### src/rtl/lu_cache_ctrl.sv
// Sequencing controller for a move-to-front lookup cache built from memory_cell instances.
// Each request runs IDLE -> LOOKUP -> UPDATE -> RESP and issues at most one array write strobe.
module lu_cache_ctrl #(
  parameter int CELL_SIZE = 8,
  parameter int ADDR_SIZE = 3,
  parameter int CELL_NUM  = 2**ADDR_SIZE
) (
  input  logic                 clk,
  input  logic                 reset,
  input  logic                 flush,
  input  logic                 req_valid,
  output logic                 req_ready,
  input  logic [CELL_SIZE-1:0] req_data,
  output logic                 resp_valid,
  input  logic                 resp_ready,
  output logic                 resp_hit,
  output logic [ADDR_SIZE-1:0] resp_addr,
  output logic                 resp_evict,
  output logic [CELL_SIZE-1:0] arr_check_data,
  output logic [CELL_SIZE-1:0] arr_front_data,
  output logic [ADDR_SIZE-1:0] arr_input_addr,
  output logic                 arr_wen,
  input  logic [CELL_NUM-1:0]  arr_eq
);

  typedef enum logic [1:0] {IDLE, LOOKUP, UPDATE, RESP} state_t;

  localparam logic [ADDR_SIZE:0]   FILL_FULL = (ADDR_SIZE+1)'(CELL_NUM);
  localparam logic [ADDR_SIZE-1:0] LAST_IDX  = ADDR_SIZE'(CELL_NUM-1);

  state_t                 state;
  logic [CELL_SIZE-1:0]   key;
  logic [ADDR_SIZE:0]     fill;
  logic                   hit_q;
  logic                   full_q;
  logic [ADDR_SIZE-1:0]   hit_idx_q;

  logic [CELL_NUM-1:0]    valid_mask;
  logic [CELL_NUM-1:0]    masked_eq;
  logic                   hit_c;
  logic                   full_c;
  logic [ADDR_SIZE-1:0]   hit_idx_c;

  function automatic logic [ADDR_SIZE-1:0] lowest_set(input logic [CELL_NUM-1:0] v);
    lowest_set = '0;
    for (int i = CELL_NUM-1; i >= 0; i--)
      if (v[i]) lowest_set = ADDR_SIZE'(i);
  endfunction

  assign req_ready = (state == IDLE) && !flush;

  // Cells at or beyond the fill level still hold stale or reset contents and must never match.
  always_comb begin
    valid_mask = '0;
    for (int i = 0; i < CELL_NUM; i++)
      valid_mask[i] = ((ADDR_SIZE+1)'(i) < fill);
  end

  assign masked_eq = arr_eq & valid_mask;
  assign hit_c     = |masked_eq;
  assign hit_idx_c = lowest_set(masked_eq);
  assign full_c    = (fill == FILL_FULL);

  always_ff @(posedge clk or negedge reset) begin
    if (!reset) begin
      state          <= IDLE;
      key            <= '0;
      fill           <= '0;
      hit_q          <= 1'b0;
      full_q         <= 1'b0;
      hit_idx_q      <= '0;
      resp_valid     <= 1'b0;
      resp_hit       <= 1'b0;
      resp_addr      <= '0;
      resp_evict     <= 1'b0;
      arr_check_data <= '0;
      arr_front_data <= '0;
      arr_input_addr <= '0;
      arr_wen        <= 1'b0;
    end else begin
      case (state)
        // IDLE: flush wins over a pending request
        IDLE: begin
          if (flush) begin
            fill <= '0;
          end else if (req_valid) begin
            key            <= req_data;
            arr_check_data <= req_data;
            state          <= LOOKUP;
          end
        end
        // LOOKUP: arr_eq is sampled only here; the write strobe is prepared for UPDATE
        LOOKUP: begin
          hit_q          <= hit_c;
          hit_idx_q      <= hit_idx_c;
          full_q         <= full_c;
          arr_front_data <= key;
          arr_wen        <= !(hit_c && (hit_idx_c == '0));
          arr_input_addr <= hit_c ? hit_idx_c : (full_c ? LAST_IDX : fill[ADDR_SIZE-1:0]);
          state          <= UPDATE;
        end
        // UPDATE: array shifts on this edge; response is registered alongside
        UPDATE: begin
          arr_wen    <= 1'b0;
          resp_valid <= 1'b1;
          resp_hit   <= hit_q;
          resp_addr  <= hit_q ? hit_idx_q : (full_q ? LAST_IDX : fill[ADDR_SIZE-1:0]);
          resp_evict <= !hit_q && full_q;
          if (!hit_q && !full_q)
            fill <= fill + 1'b1;
          state      <= RESP;
        end
        // RESP: hold payload until the consumer takes it
        RESP: begin
          if (resp_ready) begin
            resp_valid <= 1'b0;
            state      <= IDLE;
          end
        end
        default: state <= IDLE;
      endcase
    end
  end

endmodule

### config.mk
export PLATFORM = sky130hd
export DESIGN_NAME = lu_cache_ctrl
export DESIGN_NICKNAME = d
export VERILOG_FILES = /design/src/rtl/lu_cache_ctrl.sv
export SDC_FILE = /design/constraint.sdc
export NUM_CORES = 1
export LEC_CHECK = 0
export BUFFER_PORTS_ARGS = -buffer_cell sky130_fd_sc_hd__buf_2
export CAP_MARGIN = 25
export CORE_UTILIZATION = 50
export DETAILED_ROUTE_END_ITERATION = 10
export PLACE_DENSITY_LB_ADDON = 0.15
export SLEW_MARGIN = 10
export SYNTH_ARGS = -nofsm -noshare
export SYNTH_HDL_FRONTEND = slang
export SYNTH_SLANG_ARGS = --single-unit
### constraint.sdc
create_clock -name clk -period 2 [get_ports clk]
set_input_delay 0.3 -clock clk [delete_from_list [all_inputs] [get_ports clk]]
set_output_delay 0.3 -clock clk [all_outputs]
set_load 0.005 [all_outputs]
==> impl_metrics.tcl, run 1 <==
set metrics [dict create \
    run_status "complete, no violations" \
    core_area_um2 3440 \
    std_cell_rows 21 \
    via_count_of_the_first_global_routing_pass 1421 \
    post_drt_via_cell_ratio 5.45 \
    dieArea_um2 3980 \
    fmax_ghz 0.536 \
    seq_area_frac_synth 0.496 \
    timing.setup.critical_path_class "reg -> reg" \
    ys.flop_type "dfrtp_1" \
    timing_hold_violations_final 0 \
    cts.clk_slew.worst_paths_ns 0.07 \
    clock_share_of_power 0.146 \
    combPwrFrac 0.453 \
    grt_pass1_wl_um 6640 \
    num-nets-final 248 \
    finalSetupTns_ns 0 \
    final_wl_um 3940 \
    synth.distinct_cells 39 \
    dieHeight_um 63.1 \
    setup_repair_after_global_routing_missed_its_margin "false" \
    clock-skew-final_ns 0.00148 \
    setup_violations 0 \
    clock-root-buffer "clkbuf_8" \
    worst_skew_pair.late_latency_ns 0.28 \
    avgRoutedWirePerCell_um 14.9 \
    cts.sink_count 37 \
    vias_after_detailed_routing 1445 \
    worstSetupEndpointType "flop" \
    detailedRoute.firstIterationViolations 109 \
    period_needed_ns 1.86 \
    placement_stage_cell_area_um2 2160 \
    io_buffers 47 \
    route.detailed.drc 0 \
    final_critical_path_setup_slack_ns 0.135 \
    global_router_s_overall_resource_usage 0.217 \
    final_core_utilization 0.652 \
    pin_count 48 \
    cp-start-kind "flop" \
    leakagePower_nw 1.15 \
    cts_made_buffers 5 \
    synth_enable_flop_cells 0 \
    synth.avg_cell_area_um2 11.1 \
    antenna_violating_nets_remaining 0 \
    worstPathMaxFanout 7 \
    worst-endpoint-required_ns 2.17 \
    syn_nets 196 \
    antenna-diode-count 0 \
    drive_gt1_frac 0.397 \
    detail_route.first_pass.iterations 4 \
    final_design_area_no_fill_um2 2240 \
    power-per-cell-area_nw_per_um2 1420 \
    tritoncts "done" \
    power_switching_w 0.00115 \
    slew_viol_final 0 \
    power.switching_fraction 0.361 \
    floorplan.initialDensity 0.542 \
    worst_slew_margin_rel 0.455 \
    synth-warning-count 0 \
    post_cts_hold_buffer_count 0 \
    antenna_violations_before_repair 0 \
    ctsHtreeMaxLevel 2 \
    hpwl_um 2980 \
    pin_count_of_the_biggest_net_entering_global_routing 38 \
    overflow 0 \
    layout.filler_cells 290 \
    seqPwrFrac 0.401 \
    gp_congestion 0.850 \
    worstPathArrival_ns 2.03 \
    finalCritPeriodShare 0.932 \
    areaGrowthSynthToFinish_pct 20.3 \
    drv_cap 0 \
    synth_cells 168 \
    max-vdd-ir-drop_mv 0.665 \
    worst_slew_pin_slew_ns 0.817 \
    post_synthesis_register_bit_count 37 \
    die_w_um 63.1 \
    cts.path.max_buffers 2 \
    cell_internal_pwr_w 0.00203 \
    min_delay_worst_type "in -> async" \
    cts_setup_buffers 0 \
    syn-cell-area_um2 1870 \
    place_ws_ns 0.0961 \
    postSynth.asyncResetShare 1.00 \
]
==> cells in the final DEF (no fill, tap or decap), types with 2 or more instances in the layout <==
cell / synthesis / layout
buf_2: 3 / 47
dfrtp_1: 37 / 36
mux2_2: 22 / 22
nor2_1: 16 / 16
nand2_1: 10 / 10
inv_1: 9 / 9
o21ai_0: 7 / 7
ha_1: 7 / 7
a21o_1: 5 / 5
a22o_1: 5 / 5
a21oi_1: 5 / 5
clkbuf_8: 0 / 5
buf_4: 1 / 5
nand2b_1: 4 / 4
nor3_1: 4 / 4
o22ai_1: 4 / 4
nand3_1: 3 / 3
nand4_1: 2 / 2
a211oi_1: 2 / 2
==> area by class of cell <==
cell class / instances / area, um2 / area share
multi-input cells: 115 / 880 / 0.392
repair buffers: 52 / 273 / 0.122
flip-flops and latches: 37 / 927 / 0.413
clock inverters: 1 / 5.00 / 0.00223
clock buffers: 5 / 68.8 / 0.0307
inverters: 9 / 33.8 / 0.0151
well taps: 46 / 57.6 / 0.0256
==> worst max-delay path, stage by stage, from the launching register on <==
cell	delay [ns]
dfrtp_2	0.46
ha_1	0.26
a211oi_4	0.27
o2111ai_2	0.20
nor4_4	0.25
a21oi_1	0.11
a22o_1	0.21
==> flip-flops by register name, summed over array words and instances (netlist names), 2 cells and up <==
signal and count:
resp_addr 3, state 2, arr_front_data 8, arr_input_addr 3
key 8, hit_idx_q 3, fill 4
==> metal layers <==
| layer | GRT usage | vias to the layer above | part of all wire |
|---|---|---|---|
| met5 | 0 | - | 0 |
| met4 | 0.0698 | 0 | 0.015 |
| met3 | 0.0525 | 6 | 0.048 |
| met2 | 0.345 | 39 | 0.47 |
| met1 | 0.290 | 698 | 0.46 |
| li1 | - | 702 | - |
==> cell families (layout without fill, tap and decap cells) <==
kind of cell,count (synthesis),count (layout),synth area share
AOI/OAI and AO/OA,41,41,0.164
adders and majority gates,7,7,0.0469
DFF,37,37,0.496
buffers and inverters,16,67,0.0362
muxes,22,22,0.133
and+or+nand+nor,45,45,0.124
==> power groups by stage <==
stage	combinational (W)	clock [W]	sequential (W)
after floorplan	0.000942	0	0.00125
after global placement	0.00140	0	0.00125
after detailed placement	0.00144	0	0.00128
after CTS	0.00145	0.000480	0.00127
after global routing	0.00158	0.000513	0.00132
final	0.00144	0.000465	0.00128
==> what timing repair did <==
item                       in CTS  in global routing
hold endpoints to repair        0                  0
resized for setup               0                  2
setup endpoints to repair       0                  2
==> through the flow <==
step                      std cells  power, W  hold slack (ns)
after global routing            265   0.00342            0.180
after CTS                       265   0.00320            0.147
after detailed placement        259   0.00273            0.451
final                           265   0.00318            0.111
after floorplan                 168   0.00219          0.00441
after global placement          259   0.00265            0.409
==> worst paths after layout <==
kind                                   start                 to  slack [ns]  depth (start not counted)
min in group clk                  resp_ready         resp_valid        0.22                          2
hold / removal                         reset             key[1]        0.11                          1
max in group asynchronous              reset            fill[0]        1.33                          1
setup reg to reg                     fill[0]  arr_input_addr[0]        0.14                          6
hold reg to reg            arr_input_addr[2]  arr_input_addr[2]        0.50                          1
setup / recovery                     fill[0]  arr_input_addr[0]        0.14                          6
==> synth_stat cells, types with 4 or more instances <==
library cell | instances | area share
a21o_1 | 5 | 0.020
nor3_1 | 4 | 0.011
dfrtp_1 | 37 | 0.50
nand2b_1 | 4 | 0.013
o22ai_1 | 4 | 0.013
a22o_1 | 5 | 0.023
o21ai_0 | 7 | 0.019
nor2_1 | 16 | 0.032
nand2_1 | 10 | 0.020
mux2_2 | 22 | 0.13
ha_1 | 7 | 0.047
a21oi_1 | 5 | 0.013
inv_1 | 9 | 0.018
(Power assumes the default switching activity.)
==> inputs of run 2 (changes only) <==
--- a/config.mk
+++ b/config.mk
@@ -7,7 +7,9 @@
 export LEC_CHECK = 0
 export BUFFER_PORTS_ARGS = -buffer_cell sky130_fd_sc_hd__buf_2
 export CAP_MARGIN = 25
-export CORE_UTILIZATION = 50
+export CELL_PAD_IN_SITES_DETAIL_PLACEMENT = 0
+export CELL_PAD_IN_SITES_GLOBAL_PLACEMENT = 1
+export CORE_UTILIZATION = 40
 export DETAILED_ROUTE_END_ITERATION = 10
 export PLACE_DENSITY_LB_ADDON = 0.15
 export SLEW_MARGIN = 10
==> run 2 against run 1 <==
Fmax shrank 2.6%. Hold slack got worse by 0.013 ns. Via count up 1.7%. Count of clock-buffer cells in the layout unchanged. Critical path type unchanged. Largest cell class unchanged. Highest routed layer unchanged.
==> impl_metrics.tcl, run 2 (same netlist as run 1, synthesis figures left out) <==
set metrics [dict create \
    worstSetupEndpointType "flop" \
    timing.critical_path.buf_inv 0 \
    sequential_cell_area_um2 928 \
    post_drt_via_cell_ratio 5.31 \
    period_needed_ns 1.91 \
    finalCritPeriodShare 0.957 \
    final_core_utilization 0.540 \
    min_delay_worst_type "in -> async" \
    cp-start-kind "flop" \
    dieArea_um2 4940 \
    final_wl_um 4030 \
    fmax_ghz 0.522 \
    cts.clk_slew.worst_paths_ns 0.08 \
    layout.filler_cells 406 \
    post_cts_hold_buffer_count 0 \
    max-vdd-ir-drop_mv 0.649 \
    timing.setup.critical_path_class "reg -> reg" \
    ctsHtreeMaxLevel 2 \
    pin_count_of_the_biggest_net_entering_global_routing 38 \
    areaGrowthSynthToFinish_pct 27.8 \
    layout.cells.most_common_list "47 x buf_2, 35 x dfrtp_1, 22 x mux2_2" \
    layout.cells.most_common "buf_2" \
    slew_viol_final 0 \
    std_cell_rows 24 \
    multi_input_area_um2 920 \
    grt_pass1_wl_um 6700 \
    holdWs_ns 0.0978 \
    pin_count 48 \
    final_design_area_no_fill_um2 2380 \
    drv_cap 0 \
    cp_top_family "compound AO/OA/AOI/OAI gates" \
    antenna_violating_nets_remaining 0 \
    worst_skew_pair.late_latency_ns 0.29 \
    drive_gt1_frac 0.436 \
    cts.path.max_buffers 2 \
    worst_slew_margin_rel 0.459 \
    global_router_s_overall_resource_usage 0.171 \
    avgRoutedWirePerCell_um 14.5 \
    num-nets-final 252 \
    antenna-diode-count 0 \
    worstPathMaxFanout 4 \
    power-per-cell-area_nw_per_um2 1500 \
    cts_made_buffers 5 \
    layoutNonFillerInstCount 277 \
    gp_congestion 0.779 \
    vias_after_detailed_routing 1470 \
    rr_startpoint "fill[0]" \
    antenna_violations_before_repair 0 \
    hpwl_um 2920 \
    detailedRoute.firstIterationViolations 86 \
    tritoncts "done" \
    worstPathCellList "ha_4, a211oi_4, o2111ai_4, nor4_4, a21oi_1, a22o_1" \
    cts.sink_count 37 \
    via_count_of_the_first_global_routing_pass 1447 \
    largestRegisters "arr_front_data: 8 flops, key: 8 flops, fill: 4 flops" \
    worst_slew_pin_slew_ns 0.812 \
    run_status "complete, no violations" \
    critPathSlowestCell "dfrtp_2" \
    worstPathArrival_ns 2.09 \
    overflow 0 \
    leakagePower_nw 1.21 \
    io_buffers 47 \
    route.detailed.drc 0 \
    setup_violations 0 \
    timing_hold_violations_final 0 \
    core_area_um2 4410 \
    clock-skew-final_ns 0.00413 \
    placement_stage_cell_area_um2 2160 \
    die_w_um 70.3 \
    cp-startpoint "fill[0]" \
    clock-root-buffer "clkbuf_8" \
    critical_path.max_stage_delay_ns 0.44 \
    detail_route.first_pass.iterations 4 \
    worst-endpoint-required_ns 2.18 \
    floorplan.initialDensity 0.423 \
    dp.cells 264 \
    dieHeight_um 70.3 \
]
==> run 2: timing repair <==
item                       4_1_cts  5_1_grt
setup buffers                    0        5
setup endpoints to repair        0        1
gates resized for setup          0        9
==> run 2: worst paths after layout <==
| check | endpoint | slack (ns) | depth (start not counted) |
|---|---|---|---|
| setup / recovery | arr_input_addr[0] | 0.09 | 6 |
| hold / removal | key[3] | 0.1 | 1 |
| setup reg to reg | arr_input_addr[0] | 0.09 | 6 |
| hold reg to reg | arr_input_addr[2] | 0.47 | 1 |
| max in group asynchronous | fill[0] | 1.34 | 1 |
| min in group clk | resp_valid | 0.22 | 2 |
==> run 2: cell type report <==
type                    count  area share
clock buffers               5      0.0289
clock inverters             3      0.0273
inverters                   9      0.0142
multi-input cells         115       0.386
flip-flops and latches     37       0.390
well taps                  52      0.0273
repair buffers             56       0.127
==> run 2: layer usage <==
| layer | GRT usage | up-vias | part of all wire |
|---|---|---|---|
| li1 | - | 706 | - |
| met1 | 0.219 | 726 | 0.45 |
| met2 | 0.278 | 33 | 0.48 |
| met3 | 0.0548 | 5 | 0.051 |
| met4 | 0.0400 | 0 | 0.011 |
| met5 | 0 | - | 0 |
==> run 2: report_power, final <==
group / internal [W] / switching (W) / total (W)
registers: 0.00105 / 0.000217 / 0.00127
clock network: 0.000495 / 0.000270 / 0.000765
logic: 0.000831 / 0.000707 / 0.00154
total: 0.00238 / 0.00119 / 0.00358
==> run 2: metrics by stage <==
step	power, W	setup TNS, ns	worst slack, ns
2_1_floorplan	0.00219	0	0.230
3_3_place_gp	0.00265	0	0.177
3_5_place_dp	0.00270	0	0.0970
4_1_cts	0.00347	0	0.0861
5_1_grt	0.00382	-0.00252	-0.00252
6_report	0.00358	0	0.0850
==> run 2: worst reg2reg max path, stage by stage (launching register included) <==
cell,delay [ns]
dfrtp_2,0.44
ha_4,0.18
a211oi_4,0.32
o2111ai_4,0.18
nor4_4,0.38
a21oi_1,0.12
a22o_1,0.19
==> inputs of run 3 (changes only) <==
--- a/config.mk
+++ b/config.mk
@@ -5,12 +5,12 @@
 export SDC_FILE = /design/constraint.sdc
 export NUM_CORES = 1
 export LEC_CHECK = 0
-export BUFFER_PORTS_ARGS = -buffer_cell sky130_fd_sc_hd__buf_2
 export CAP_MARGIN = 25
 export CELL_PAD_IN_SITES_DETAIL_PLACEMENT = 0
 export CELL_PAD_IN_SITES_GLOBAL_PLACEMENT = 1
-export CORE_UTILIZATION = 40
+export CORE_UTILIZATION = 48
 export DETAILED_ROUTE_END_ITERATION = 10
+export DONT_BUFFER_PORTS = 1
 export PLACE_DENSITY_LB_ADDON = 0.15
 export SLEW_MARGIN = 10
 export SYNTH_ARGS = -nofsm -noshare
==> run 3 against run 2 <==
First-iteration DRC count is 35% lower. Core utilization increased by 4.9 points. Register-to-register slack got worse by 0.05 ns. Flip-flop and latch count stayed put. Fmax decreased by 2.8%. Die area shrank 16%. Non-clock buffer count shrank 44. Final cell count down 17%. Hold slack gained 0.033 ns. Total power down 6.7%.
==> impl_metrics.tcl, run 3 (same netlist as run 1, synthesis figures left out) <==
set metrics [dict create \
    run_status "complete, no violations" \
    global_router_s_overall_resource_usage 0.206 \
    worst_skew_pair.late_latency_ns 0.28 \
    timing.setup.critical_path_class "reg -> reg" \
    worst_slew_pin_slew_ns 0.491 \
    final_critical_path_setup_slack_ns 0.0303 \
    avgRoutedWirePerCell_um 17.5 \
    place_ws_ns 0.107 \
    layout.cells.most_common "dfrtp_1" \
    antenna-diode-count 0 \
    max-vdd-ir-drop_mv 0.835 \
    timing_hold_violations_final 0 \
    hpwl_um 2750 \
    final_core_utilization 0.589 \
    worstPathMaxFanout 7 \
    finalSetupTns_ns 0 \
    antenna_violations_before_repair 0 \
    worst-endpoint-required_ns 2.17 \
    reg2regPathDepth 6 \
    floorplan.initialDensity 0.506 \
    detail_route.first_pass.iterations 4 \
    cts.path.max_buffers 2 \
    tritoncts "done" \
    num-nets-final 208 \
    via_count_of_the_first_global_routing_pass 1398 \
    critical_path.max_stage_delay_ns 0.47 \
    gp_congestion 0.796 \
    clock-root-buffer "clkbuf_8" \
    fin_total_pwr_w 0.00334 \
    std_cell_rows 22 \
    cts.clk_slew.worst_paths_ns 0.07 \
    ctsHtreeMaxLevel 2 \
    clock-skew-final_ns 0.00568 \
    areaGrowthSynthToFinish_pct 16.5 \
    post_drt_via_cell_ratio 5.78 \
    drive_gt1_frac 0.287 \
    die_w_um 64.3 \
    largestRegisters "arr_front_data: 8 flops, key: 8 flops, fill: 4 flops" \
    dieArea_um2 4140 \
    worstPathArrival_ns 2.14 \
    ff2ff_setup_slack_ns 0.03 \
    worstSetupEndpointType "flop" \
    timing.critical_path.depth 6 \
    worstPathCellList "ha_4, a211oi_4, o2111ai_4, nor4_4, a21oi_1, a22o_1" \
    cp-start-kind "flop" \
    pin_count 48 \
    detailedRoute.firstIterationViolations 56 \
    overflow 0 \
    drv_cap 0 \
    cts.sink_count 37 \
    antenna_violating_nets_remaining 0 \
    vias_after_detailed_routing 1324 \
    worstHoldPathCells 1 \
    final_wl_um 4010 \
    setup_violations 0 \
    io_buffers 0 \
    grt_pass1_wl_um 6450 \
    critPathSlowestCell "dfrtp_2" \
    worst_slew_margin_rel 0.669 \
    pin_count_of_the_biggest_net_entering_global_routing 38 \
    dieHeight_um 64.3 \
    route.detailed.drc 0 \
    min_delay_worst_type "in -> reg" \
    finalCritPeriodShare 0.985 \
    cts_made_buffers 5 \
    timing.critical_path.buf_inv 0 \
    leakagePower_nw 1.02 \
    power-per-cell-area_nw_per_um2 1540 \
    fmax_ghz 0.508 \
    period_needed_ns 1.97 \
    slew_viol_final 0 \
    cp_top_family "compound AO/OA/AOI/OAI gates" \
    layout.cells.most_common_list "35 x dfrtp_1, 22 x mux2_2, 16 x nor2_1" \
    core_area_um2 3690 \
]
-- run 3: changes by cell type in the layout (fill, tap and decap cells not counted) --
cell,previous run,this run
buf_2,47,0
dlygate4sd3_1,0,1
ha_2,1,0
buf_4,9,10
clkbuf_1,0,1
ha_4,1,2
clkbuf_8,5,6
buf_12,0,1
bufinv_16,2,1
clkinv_2,1,0
-- run 3: report_power, final --
part / leakage, nW / total [W] / switching (W) / internal, W
registers: 0.462 / 0.00134 / 0.000284 / 0.00106
logic: 0.496 / 0.00133 / 0.000617 / 0.000716
clock network: 0.0585 / 0.000662 / 0.000256 / 0.000406
-- run 3: routing by layer --
metal  GRT usage  share of wire  vias up
li1            -              -      617
met4      0.0778         0.0060        0
met5           0              0        -
met1       0.240           0.40      651
met2       0.345           0.52       52
met3      0.0750          0.073        4
-- run 3: stage by stage --
step           hold WS, ns  std cells  area [um2]
2_1_floorplan      0.00441        168        1870
3_3_place_gp       0.00508        214        1930
3_5_place_dp       0.00513        214        1930
4_1_cts              0.120        224        2080
5_1_grt              0.121        229        2170
6_report             0.130        229        2170
-- run 3: final timing paths --
check | from | to
max | fill[0] | arr_input_addr[0]
min | resp_ready | resp_valid
max reg2reg | fill[0] | arr_input_addr[0]
min reg2reg | arr_input_addr[2] | arr_input_addr[2]
max in group asynchronous | reset | key[4]
min in group asynchronous | reset | hit_idx_q[2]
-- run 3: final cells by class --
type | instances | area, um2
Clock buffer | 7 | 86.3
Sequential cell | 37 | 928
Fill cell | 347 | 1520
Timing Repair Buffer | 12 | 105
Multi-Input combinational cell | 115 | 930
Inverter | 9 | 33.8
Tap cell | 48 | 60.1
Clock inverter | 1 | 30.0
-- run 3: timing repair --
action | in CTS | in global routing
endpoints found under the hold margin | 37 | 0
hold buffers | 2 | 0
resized for setup | 0 | 10
buffers inserted | 0 | 5
setup endpoints to repair | 0 | 2
